**src/rtl/fnd_pkg.sv**
```systemverilog
// Shared codes, page/mode encodings and digit helpers for the DHT11 FND display path.
package fnd_pkg;

    localparam logic [3:0] CODE_DASH  = 4'hA;
    localparam logic [3:0] CODE_E     = 4'hE;
    localparam logic [3:0] CODE_BLANK = 4'hF;

    typedef enum logic [1:0] {
        PG_RH   = 2'd0,
        PG_TEMP = 2'd1,
        PG_COMB = 2'd2,
        PG_DASH = 2'd3
    } page_t;

    typedef enum logic [1:0] {
        MODE_AUTO = 2'b00,
        MODE_RH   = 2'b01,
        MODE_TEMP = 2'b10,
        MODE_COMB = 2'b11
    } mode_t;

    typedef struct packed {
        logic [3:0] tens;
        logic [3:0] ones;
    } digits_t;

    // Readings above 99 saturate so two digits always suffice.
    function automatic digits_t to_digits(input logic [7:0] v);
        logic [6:0] s;
        digits_t    d;
        s      = (v > 8'd99) ? 7'd99 : v[6:0];
        d.tens = 4'(s / 7'd10);
        d.ones = 4'(s % 7'd10);
        return d;
    endfunction

    function automatic logic [3:0] blank_lz(input logic [3:0] d);
        return (d == 4'd0) ? CODE_BLANK : d;
    endfunction

endpackage

```
**src/rtl/fnd_scan_timer.sv**
```systemverilog
// Digit-slot timer: slot counter, leading blank window and 0..3 digit index.
module fnd_scan_timer #(
    parameter int SCAN_DIV  = 100_000,
    parameter int BLANK_CYC = 5_000
) (
    input  logic       clk,
    input  logic       rst,
    output logic [1:0] idx,
    output logic       blank,
    output logic       frame_wrap
);

    localparam int CW = (SCAN_DIV > 1) ? $clog2(SCAN_DIV) : 1;

    logic [CW-1:0] slot_cnt;
    logic          slot_end;

    assign slot_end   = (slot_cnt == CW'(SCAN_DIV - 1));
    assign blank      = (slot_cnt < CW'(BLANK_CYC));
    assign frame_wrap = slot_end && (idx == 2'd3);

    // NOTE: sequential state uses non-blocking assignments so every flop samples pre-edge values.
    always_ff @(posedge clk or negedge rst) begin
        if (!rst) begin
            slot_cnt <= '0;
            idx      <= 2'd0;
        end else if (slot_end) begin
            slot_cnt <= '0;
            idx      <= idx + 2'd1;
        end else begin
            slot_cnt <= slot_cnt + CW'(1);
        end
    end

endmodule

```
**src/rtl/fnd_page_scheduler.sv**
```systemverilog
// Page scheduler for the 4-digit FND: sample handshake, err/stale/dwell tracking,
// frame-synchronous page FSM and registered digit scan outputs.
module fnd_page_scheduler
    import fnd_pkg::*;
#(
    parameter int SCAN_DIV     = 100_000,
    parameter int BLANK_CYC    = 5_000,
    parameter int PAGE_FRAMES  = 500,
    parameter int STALE_FRAMES = 1_250
) (
    input  logic       clk,
    input  logic       rst,
    input  logic [7:0] rh_data,
    input  logic [7:0] temp_data,
    input  logic       data_valid,
    input  logic       sensor_err,
    input  logic [1:0] mode,
    output logic [3:0] fnd_com,
    output logic [3:0] bcd,
    output logic       fnd_dp,
    output logic       frame_start,
    output logic [1:0] page
);

    localparam int SW = $clog2(STALE_FRAMES + 1);
    localparam int DW = $clog2(PAGE_FRAMES + 1);

    logic [1:0]    idx;
    logic          blank;
    logic          frame_wrap;

    logic [7:0]    pend_rh, pend_temp, disp_rh, disp_temp;
    logic          pend, no_data, err;
    logic          no_data_nxt, err_nxt, apply_sample;
    logic [SW-1:0] stale_cnt;
    logic [DW-1:0] dwell_cnt, dwell_nxt;
    logic          rot_temp, rot_nxt;
    logic [1:0]    mode_q;
    logic          wrap_d;

    page_t         page_q, page_nxt;
    logic          show_err_q, show_err_nxt;

    digits_t       rh_dig, temp_dig, val_dig;
    logic [3:0]    digit_code;
    logic          digit_dp;

    fnd_scan_timer #(
        .SCAN_DIV  (SCAN_DIV),
        .BLANK_CYC (BLANK_CYC)
    ) u_timer (
        .clk        (clk),
        .rst        (rst),
        .idx        (idx),
        .blank      (blank),
        .frame_wrap (frame_wrap)
    );

    // An error pulse discards any pending sample, so a pending sample is always newer than err.
    assign apply_sample = frame_wrap && pend && !sensor_err;
    assign err_nxt      = sensor_err || (err && !apply_sample);

    // NOTE: every always_comb output gets a default first so no latch is inferred.
    always_comb begin
        no_data_nxt = no_data;
        if (apply_sample) begin
            no_data_nxt = 1'b0;
        end else if (frame_wrap && (stale_cnt >= SW'(STALE_FRAMES - 1))) begin
            no_data_nxt = 1'b1;
        end
    end

    always_comb begin
        dwell_nxt = dwell_cnt + DW'(1);
        rot_nxt   = rot_temp;
        if (mode != mode_q) begin
            dwell_nxt = '0;
            rot_nxt   = 1'b0;
        end else if (dwell_cnt == DW'(PAGE_FRAMES - 1)) begin
            dwell_nxt = '0;
            rot_nxt   = ~rot_temp;
        end
    end

    always_ff @(posedge clk or negedge rst) begin
        if (!rst) begin
            pend_rh   <= '0;
            pend_temp <= '0;
            disp_rh   <= '0;
            disp_temp <= '0;
            pend      <= 1'b0;
            no_data   <= 1'b1;
            err       <= 1'b0;
            stale_cnt <= '0;
            dwell_cnt <= '0;
            rot_temp  <= 1'b0;
            mode_q    <= MODE_AUTO;
        end else begin
            err     <= err_nxt;
            no_data <= no_data_nxt;

            if (sensor_err) begin
                pend <= 1'b0;
            end else if (data_valid) begin
                pend      <= 1'b1;
                pend_rh   <= rh_data;
                pend_temp <= temp_data;
            end else if (apply_sample) begin
                pend <= 1'b0;
            end

            if (frame_wrap) begin
                if (apply_sample) begin
                    disp_rh   <= pend_rh;
                    disp_temp <= pend_temp;
                    stale_cnt <= '0;
                end else if (stale_cnt != SW'(STALE_FRAMES)) begin
                    stale_cnt <= stale_cnt + SW'(1);
                end
                mode_q    <= mode;
                dwell_cnt <= dwell_nxt;
                rot_temp  <= rot_nxt;
            end
        end
    end

    // Page FSM: only moves on the frame boundary.
    always_ff @(posedge clk or negedge rst) begin
        if (!rst) begin
            page_q     <= PG_DASH;
            show_err_q <= 1'b0;
        end else begin
            page_q     <= page_nxt;
            show_err_q <= show_err_nxt;
        end
    end

    always_comb begin
        page_nxt     = page_q;
        show_err_nxt = show_err_q;
        if (frame_wrap) begin
            show_err_nxt = err_nxt;
            if (err_nxt || no_data_nxt) begin
                page_nxt = PG_DASH;
            end else begin
                unique case (mode)
                    MODE_AUTO: page_nxt = rot_nxt ? PG_TEMP : PG_RH;
                    MODE_RH:   page_nxt = PG_RH;
                    MODE_TEMP: page_nxt = PG_TEMP;
                    default:   page_nxt = PG_COMB;
                endcase
            end
        end
    end

    assign rh_dig   = to_digits(disp_rh);
    assign temp_dig = to_digits(disp_temp);
    assign val_dig  = (page_q == PG_TEMP) ? temp_dig : rh_dig;

    always_comb begin
        digit_code = CODE_BLANK;
        digit_dp   = 1'b0;
        unique case (page_q)
            PG_RH, PG_TEMP: begin
                case (idx)
                    2'd0:    digit_code = val_dig.ones;
                    2'd1:    digit_code = blank_lz(val_dig.tens);
                    default: digit_code = CODE_BLANK;
                endcase
                digit_dp = (page_q == PG_RH) ? (idx == 2'd3) : (idx == 2'd2);
            end
            PG_COMB: begin
                case (idx)
                    2'd0:    digit_code = temp_dig.ones;
                    2'd1:    digit_code = temp_dig.tens;
                    2'd2:    digit_code = rh_dig.ones;
                    default: digit_code = rh_dig.tens;
                endcase
                digit_dp = (idx == 2'd2);
            end
            default: digit_code = show_err_q ? CODE_E : CODE_DASH;
        endcase
    end

    // Outputs are a registered image of the current scan position, so they trail the counters by one clock.
    always_ff @(posedge clk or negedge rst) begin
        if (!rst) begin
            fnd_com     <= 4'b1111;
            bcd         <= CODE_BLANK;
            fnd_dp      <= 1'b0;
            frame_start <= 1'b0;
            page        <= PG_DASH;
            wrap_d      <= 1'b0;
        end else begin
            wrap_d      <= frame_wrap;
            frame_start <= wrap_d;
            page        <= page_q;
            if (blank) begin
                fnd_com <= 4'b1111;
                bcd     <= CODE_BLANK;
                fnd_dp  <= 1'b0;
            end else begin
                fnd_com <= ~(4'b0001 << idx);
                bcd     <= digit_code;
                fnd_dp  <= digit_dp;
            end
        end
    end

endmodule

```
**config.mk**
```make
export PLATFORM = sky130hd
export DESIGN_NAME = fnd_page_scheduler
export DESIGN_NICKNAME = d
export VERILOG_FILES = /design/src/rtl/fnd_pkg.sv /design/src/rtl/fnd_scan_timer.sv /design/src/rtl/fnd_page_scheduler.sv
export SDC_FILE = /design/constraint.sdc
export NUM_CORES = 1
export LEC_CHECK = 0
export ABC_AREA = 1
export BUFFER_PORTS_ARGS = -buffer_cell sky130_fd_sc_hd__buf_4
export CORE_ASPECT_RATIO = 0.6
export CORE_MARGIN = 2
export CORE_UTILIZATION = 40
export DETAILED_ROUTE_END_ITERATION = 8
export GPL_TIMING_DRIVEN = 0
export SYNTH_ARGS = -nofsm -noshare
export SYNTH_HDL_FRONTEND = slang
export SYNTH_SLANG_ARGS = --single-unit
```
**constraint.sdc**
```tcl
create_clock -name clk -period 4.2 [get_ports clk]
set_clock_uncertainty 0.15 [all_clocks]
set_input_delay 1.05 -clock clk [delete_from_list [all_inputs] [get_ports clk]]
set_output_delay 1.05 -clock clk [all_outputs]
set_load 0.005 [all_outputs]
```
==> results of run 1 <==
[critical path: cells and delay by family, from the launching register on]
| family | cells | cell delay (ns) |
|---|---|---|
| buf+inv | 4 | 0.24 |
| simple gates | 25 | 2.19 |
| fa+ha+maj | 3 | 0.52 |
| flops | 1 | 0.42 |
| compound gates | 1 | 0.16 |
[layout by cell type (no fill, tap or decap), drive strengths merged, types with 4 or more instances in the layout]
master    n
nand2   149
inv     129
dfrtp    80
nor2     75
nand3    67
a21oi    38
buf      34
o21ai    26
nor3     25
mux2     16
ha       16
clkbuf   16
dfstp    13
nand4    11
xor2      7
nor4      7
clkinv    6
a211oi    4
[sequential cells by signal, indices dropped and copies added (netlist names), 4 cells and up]
register          count
fnd_com               4
disp_rh               8
pend_temp             8
pend_rh               8
disp_temp             8
u_timer.slot_cnt     17
stale_cnt            11
bcd                   4
dwell_cnt             9
[cell type report]
cell class | count | share of cell area (%)
clock buffers | 10 | 3.635
clock inverters | 6 | 0.7549
flip-flops and latches | 93 | 37.21
inverters | 130 | 7.747
multi-input cells | 468 | 42.81
repair buffers | 33 | 3.933
well taps | 175 | 3.476
plain buffers | 7 | 0.4370
[cell families (layout without fill, tap and decap cells)]
logic type                 after synthesis  in the layout  share of synthesized area [%]
and+or+nand+nor                        343            343                          31.13
buffers and inverters                  137            186                          9.308
DFF                                     93             93                          42.32
AOI/OAI and AO/OA                       84             84                          8.925
muxes                                   17             17                          3.434
adders and majority gates               16             16                          3.615
xor gates and xnor gates                 8              8                          1.265
[metrics by stage]
stage / setup slack [ns] / hold slack, ns / instances / cell area [µm²] / utilization (%)
floorplan: 0.8096 / 0.1812 / 698 / 5538 / -
global placement: 0.4458 / 0.2211 / 906 / 6005 / 44.20
detailed placement: 0.3264 / 0.2305 / 906 / 6005 / 44.20
CTS: 0.2994 / 0.2422 / 922 / 6281 / 46.24
global route: 0.001507 / 0.2645 / 922 / 6299 / 46.37
finish: 0.4042 / 0.2400 / 922 / 6299 / 46.37
[cells in the mapped netlist, types with 2 or more instances]
library cell	instances	area [µm²]
and2_1	2	12.51
nor4_1	6	37.54
a211oi_1	4	30.03
inv_1	114	427.9
and3_1	3	18.77
o21ai_0	19	95.09
o21ai_1	4	20.02
o21ai_2	2	17.52
a31oi_1	2	12.51
nand2_2	16	100.1
o22ai_1	3	18.77
o21a_1	3	22.52
nand2_4	12	135.1
nor2_4	2	22.52
nand3_2	11	110.1
o211ai_1	3	22.52
nor3b_1	2	15.01
clkbuf_1	6	22.52
ha_1	16	200.2
nor3_1	25	125.1
inv_2	12	45.04
dfrtp_1	80	2002
nor2_2	6	37.54
clkinv_1	4	15.01
xor2_1	7	61.31
a21oi_1	37	185.2
mux2_2	16	180.2
nand4_1	10	62.56
dfstp_2	13	341.6
nand3_1	55	275.3
nand2_1	121	454.2
nor2_1	67	251.5
[layer usage]
layer | global-route usage, % | wire length [µm]
met1 | 28.53 | 6773
met2 | 25.00 | 4874
met4 | 3.670 | 88
met3 | 4.318 | 865
met5 | 0 | 0
[worst paths after layout]
path,from,to,slack (ns),cells past startpoint
max reg2reg,disp_temp[5],bcd[1],0.40,33
max in group asynchronous,rst,fnd_dp,2.35,1
min reg2reg,wrap_d,frame_start,0.24,0
max,disp_temp[5],bcd[1],0.40,33
min in group asynchronous,rst,pend_temp[7],0.77,1
min,wrap_d,frame_start,0.24,0
[power breakdown]
part | total, mW | leakage (nW) | internal [mW] | switching, mW
Sequential | 0.949 | 1.11 | 0.930 | 0.0193
Clock | 0.770 | 0.134 | 0.408 | 0.362
Combinational | 0.402 | 1.78 | 0.143 | 0.259
[repair_timing]
action,4_1_cts,5_1_grt
hold buffers,0,0
gates resized for setup,0,5
endpoints found under the setup margin,0,4
==> impl_metrics.csv, run 1 <==
group,metric,value,unit
route,drtPass1Iterations,5,
clock_tree,cts_max_level,3,
route,via_per_inst,5.014,
final_layout,num_antenna_cells,0,
synthesis,syn_area,5538,µm²
sta,finalSetupViolations,0,
clock_tree,clock_path_buffers,2,
synthesis,synth_edf_count,0,
worst_setup_path,path_max_fanout,6,
sta,drv_slew,0,
sta,slew_headroom,22.28,%
synthesis,synth.yosys.seq_area_share,42.32,%
worst_setup_path,start_kind,"flop",
global_route,grt_pass1_vias,4354,
final_layout,drive_above_1_share,19.95,%
power_and_ir_drop,power,2.122,mW
route,initialDrtViolationCount,264,
worst_setup_path,crit_top_cell,"nand2_1",
synthesis,synth_cell_types,47,
sta,post-route-period-util,90.38,%
power_and_ir_drop,p_per_area,336.9,nW/µm²
power_and_ir_drop,leakagePower,3.024,nW
synthesis,synth-main-ff-cell,"dfrtp_1",
power_and_ir_drop,vdd_ir_drop_max,0.0001741,V
clock_tree,cts_tree,"yes",
worst_setup_path,worstSetupEndpointType,"flop",
placement,gp_congestion,0.8720,
sta,tightest_slew,1.166,ns
synthesis,synth_nets,736,
die,die_y,95.14,µm
route,num_vias,4623,
clock_tree,cts.sinks,93,
sta,finalSetupTns,0,ns
final_layout,ff_latch_area,2344,µm²
placement,place_hpwl,9613,µm
die,placementRows,33,
worst_setup_path,critPathRequiredTime,4.30,ns
worst_setup_path,cp_slowest_stage_delay,0.42,ns
route,wl,12600,µm
final_layout,num-nets-final,780,
die,pin_count,34,
global_route,gr-total-overflow,0,
die,coreArea,13580,µm²
sta,fmax,0.2634,GHz
worst_setup_path,worstSetupPathType,"flop to flop",
global_route,track_usage,18.16,%
final_layout,multi_input_area,2696,µm²
min_path,hp-class,"flop to flop",
global_route,grt_max_degree,94,
run,max-cap-violations,0,
clock_tree,numCtsBuffers,9,
die,design.die.area,14830,µm²
die,start_util,40.77,%
synthesis,ys_ff_latch,93,
route,routedWlPerCell,13.67,µm
clock_tree,post_cts_buffers,0,
global_route,antenna_found_initial,0,
synthesis,syn_inst,698,
outcome,status,"finished clean",
sta,rsz0062_at_grt,"no",
global_route,grt_pass1_wl,21230,µm
sta,hold_viol,0,
sta,layout_min_cycle_time,3.796,ns
clock_tree,clockRootBuffer,"clkbuf_16",
die,chipWidth,155.9,µm
synthesis,yosysWarningCount,0,
route,ant_nets,0,
placement,portBuffers,33,
clock_tree,clk_pin_slew_worst_paths,0.07,ns
worst_setup_path,arrival,3.89,ns
synthesis,synth.avg_cell_area,7.934,µm²
clock_tree,clkLatencyLatePin,0.34,ns
route,drc,0,
final_layout,final.fill_count,1311,
final_layout,area_growth,13.74,%
worst_setup_path,cpMaxStageDelayCell,"dfrtp_1",
synthesis,ys_async_sr_fraction,100.0,%
(Power assumes the default switching activity.)
==> run 2, diff against run 1 <==
- CORE_UTILIZATION: 40 -> 45
- SLEW_MARGIN: unset -> 20
==> run 2 against run 1 <==
Maximum frequency shrank 2.5%. Sequential share of layout area is essentially flat. Core utilization grew 6.0 points. Register-to-register slack lost 0.096 ns. Critical path type unchanged. Critical endpoint unchanged. Largest power group unchanged.
==> impl_metrics.csv, run 2 (synthesis gave the netlist of run 1 again) <==
group,metric,value,unit
outcome,status,"finished clean",
min_path,holdCritStartpoint,"wrap_d",
sta,slew_headroom,43.66,%
clock_tree,clk_pin_slew_worst_paths,0.07,ns
worst_setup_path,arrival,3.98,ns
clock_tree,cts_tree,"yes",
sta,hold_viol,0,
route,num_vias,4632,
placement,place_ws,0.3083,ns
worst_setup_path,critPathRequiredTime,4.29,ns
final_layout,reg_top3,"u_timer.slot_cnt (17), stale_cnt (11), dwell_cnt (9)",
route,drtPass1Iterations,5,
route,initialDrtViolationCount,247,
sta,finalSetupViolations,0,
power_and_ir_drop,vdd_ir_drop_max,0.0002080,V
placement,portBuffers,33,
global_route,grt_pass1_wl,21430,µm
min_path,hp-class,"flop to flop",
final_layout,area_growth,13.62,%
global_route,track_usage,20.06,%
sta,fmax,0.2570,GHz
clock_tree,clockRootBuffer,"clkbuf_16",
sta,drv_slew,0,
final_layout,drive_above_1_share,20.05,%
clock_tree,clock_path_buffers,2,
die,coreArea,12020,µm²
clock_tree,numCtsBuffers,9,
clock_tree,cts_max_level,3,
global_route,grt_pass1_vias,4384,
final_layout,num-nets-final,781,
worst_setup_path,cpMaxStageDelayCell,"dfrtp_1",
die,pin_count,34,
final_layout,layout_commonest_cell,"nand2_1",
final_layout,final.fill_count,1164,
global_route,gr-total-overflow,0,
route,ant_nets,0,
worst_setup_path,worstSetupEndpointType,"flop",
final_layout,largest_reg_flops,17,
sta,tightest_slew,0.8451,ns
power_and_ir_drop,leakagePower,3.033,nW
route,via_per_inst,5.073,
die,chipWidth,147.2,µm
worst_setup_path,worstSetupPathType,"flop to flop",
final_layout,most-common-layout-cells,"nand2_1 (120), inv_1 (114), dfrtp_1 (80)",
sta,layout_min_cycle_time,3.892,ns
die,die_y,89.93,µm
final_layout,num_antenna_cells,0,
global_route,antenna_found_initial,0,
worst_setup_path,cp_slowest_stage_delay,0.40,ns
route,drc,0,
global_route,grt_max_degree,94,
placement,place_hpwl,9770,µm
final_layout,fin_area,6292,µm²
placement,gp_congestion,0.8692,
worst_setup_path,path_max_fanout,6,
run,max-cap-violations,0,
placement,place_area,5996,µm²
die,placementRows,31,
worst_setup_path,startpoint,"disp_temp[5]",
clock_tree,cts.sinks,93,
final_layout,top_register,"u_timer.slot_cnt",
worst_setup_path,start_kind,"flop",
worst_setup_path,crit_top_cell,"nand2_1",
worst_setup_path,timing.rr.start,"disp_temp[5]",
sta,post-route-period-util,92.66,%
route,wl,12740,µm
sta,fin_ws,0.3082,ns
route,routedWlPerCell,13.95,µm
die,start_util,46.06,%
clock_tree,clkLatencyLatePin,0.34,ns
die,design.die.area,13240,µm²
power_and_ir_drop,p_per_area,338.4,nW/µm²
## run 2: metrics by stage
| stage | cells | setup TNS, ns | power [mW] | util (%) | hold WS, ns |
|---|---|---|---|---|---|
| after floorplan | 698 | 0 | 1.257 | - | 0.1812 |
| after global placement | 896 | 0 | 1.347 | 49.83 | 0.1828 |
| after detailed placement | 896 | 0 | 1.363 | 49.86 | 0.1910 |
| after CTS | 912 | 0 | 2.149 | 52.21 | 0.2076 |
| after global routing | 913 | -0.05254 | 2.245 | 52.33 | 0.2227 |
| final | 913 | 0 | 2.129 | 52.33 | 0.2082 |
## run 2: final timing paths
kind | slack (ns) | cells after the start | end
max in group asynchronous | 2.67 | 1 | dwell_cnt[0]
min | 0.21 | 0 | frame_start
max | 0.31 | 33 | bcd[1]
max reg2reg | 0.31 | 33 | bcd[1]
min reg2reg | 0.21 | 0 | frame_start
min in group asynchronous | 0.64 | 1 | pend_temp[7]
## run 2: critical path: cells and delay by family (launching register included)
family / cells / cell delay, ns
AOI/OAI and AO/OA: 1 / 0.16
adders and majority gates: 3 / 0.56
buffers and inverters: 4 / 0.25
DFF: 1 / 0.40
and+or+nand+nor: 25 / 2.28
## run 2: repair_timing
| item | in CTS | in global routing |
|---|---|---|
| gates resized for setup | 0 | 3 |
| buffers inserted | 0 | 1 |
| hold buffers | 0 | 0 |
| setup endpoints to repair | 0 | 4 |
## run 2: area by class of cell
type,count,area (µm²),area share [%]
Clock buffer,10,229.0,3.639
Sequential cell,93,2344,37.24
Tap cell,165,206.4,3.281
Timing Repair Buffer,34,259.0,4.116
Buffer,7,27.53,0.4375
Multi-Input combinational cell,468,2686,42.69
Inverter,130,488.0,7.755
Clock inverter,6,52.55,0.8352
## run 2: power by group
group | leakage (nW) | switching (mW) | internal [mW]
clock | 0.138 | 0.365 | 0.413
combinational | 1.78 | 0.260 | 0.142
sequential | 1.11 | 0.0190 | 0.930
total | 3.03 | 0.644 | 1.49
## run 2: layer usage
metal	global-route usage (%)	vias to the layer above	wire, µm
li1	-	2343	-
met1	31.58	2150	6912
met3	4.365	11	739
met4	4.407	0	112
met2	28.00	128	4972
met5	0	-	0
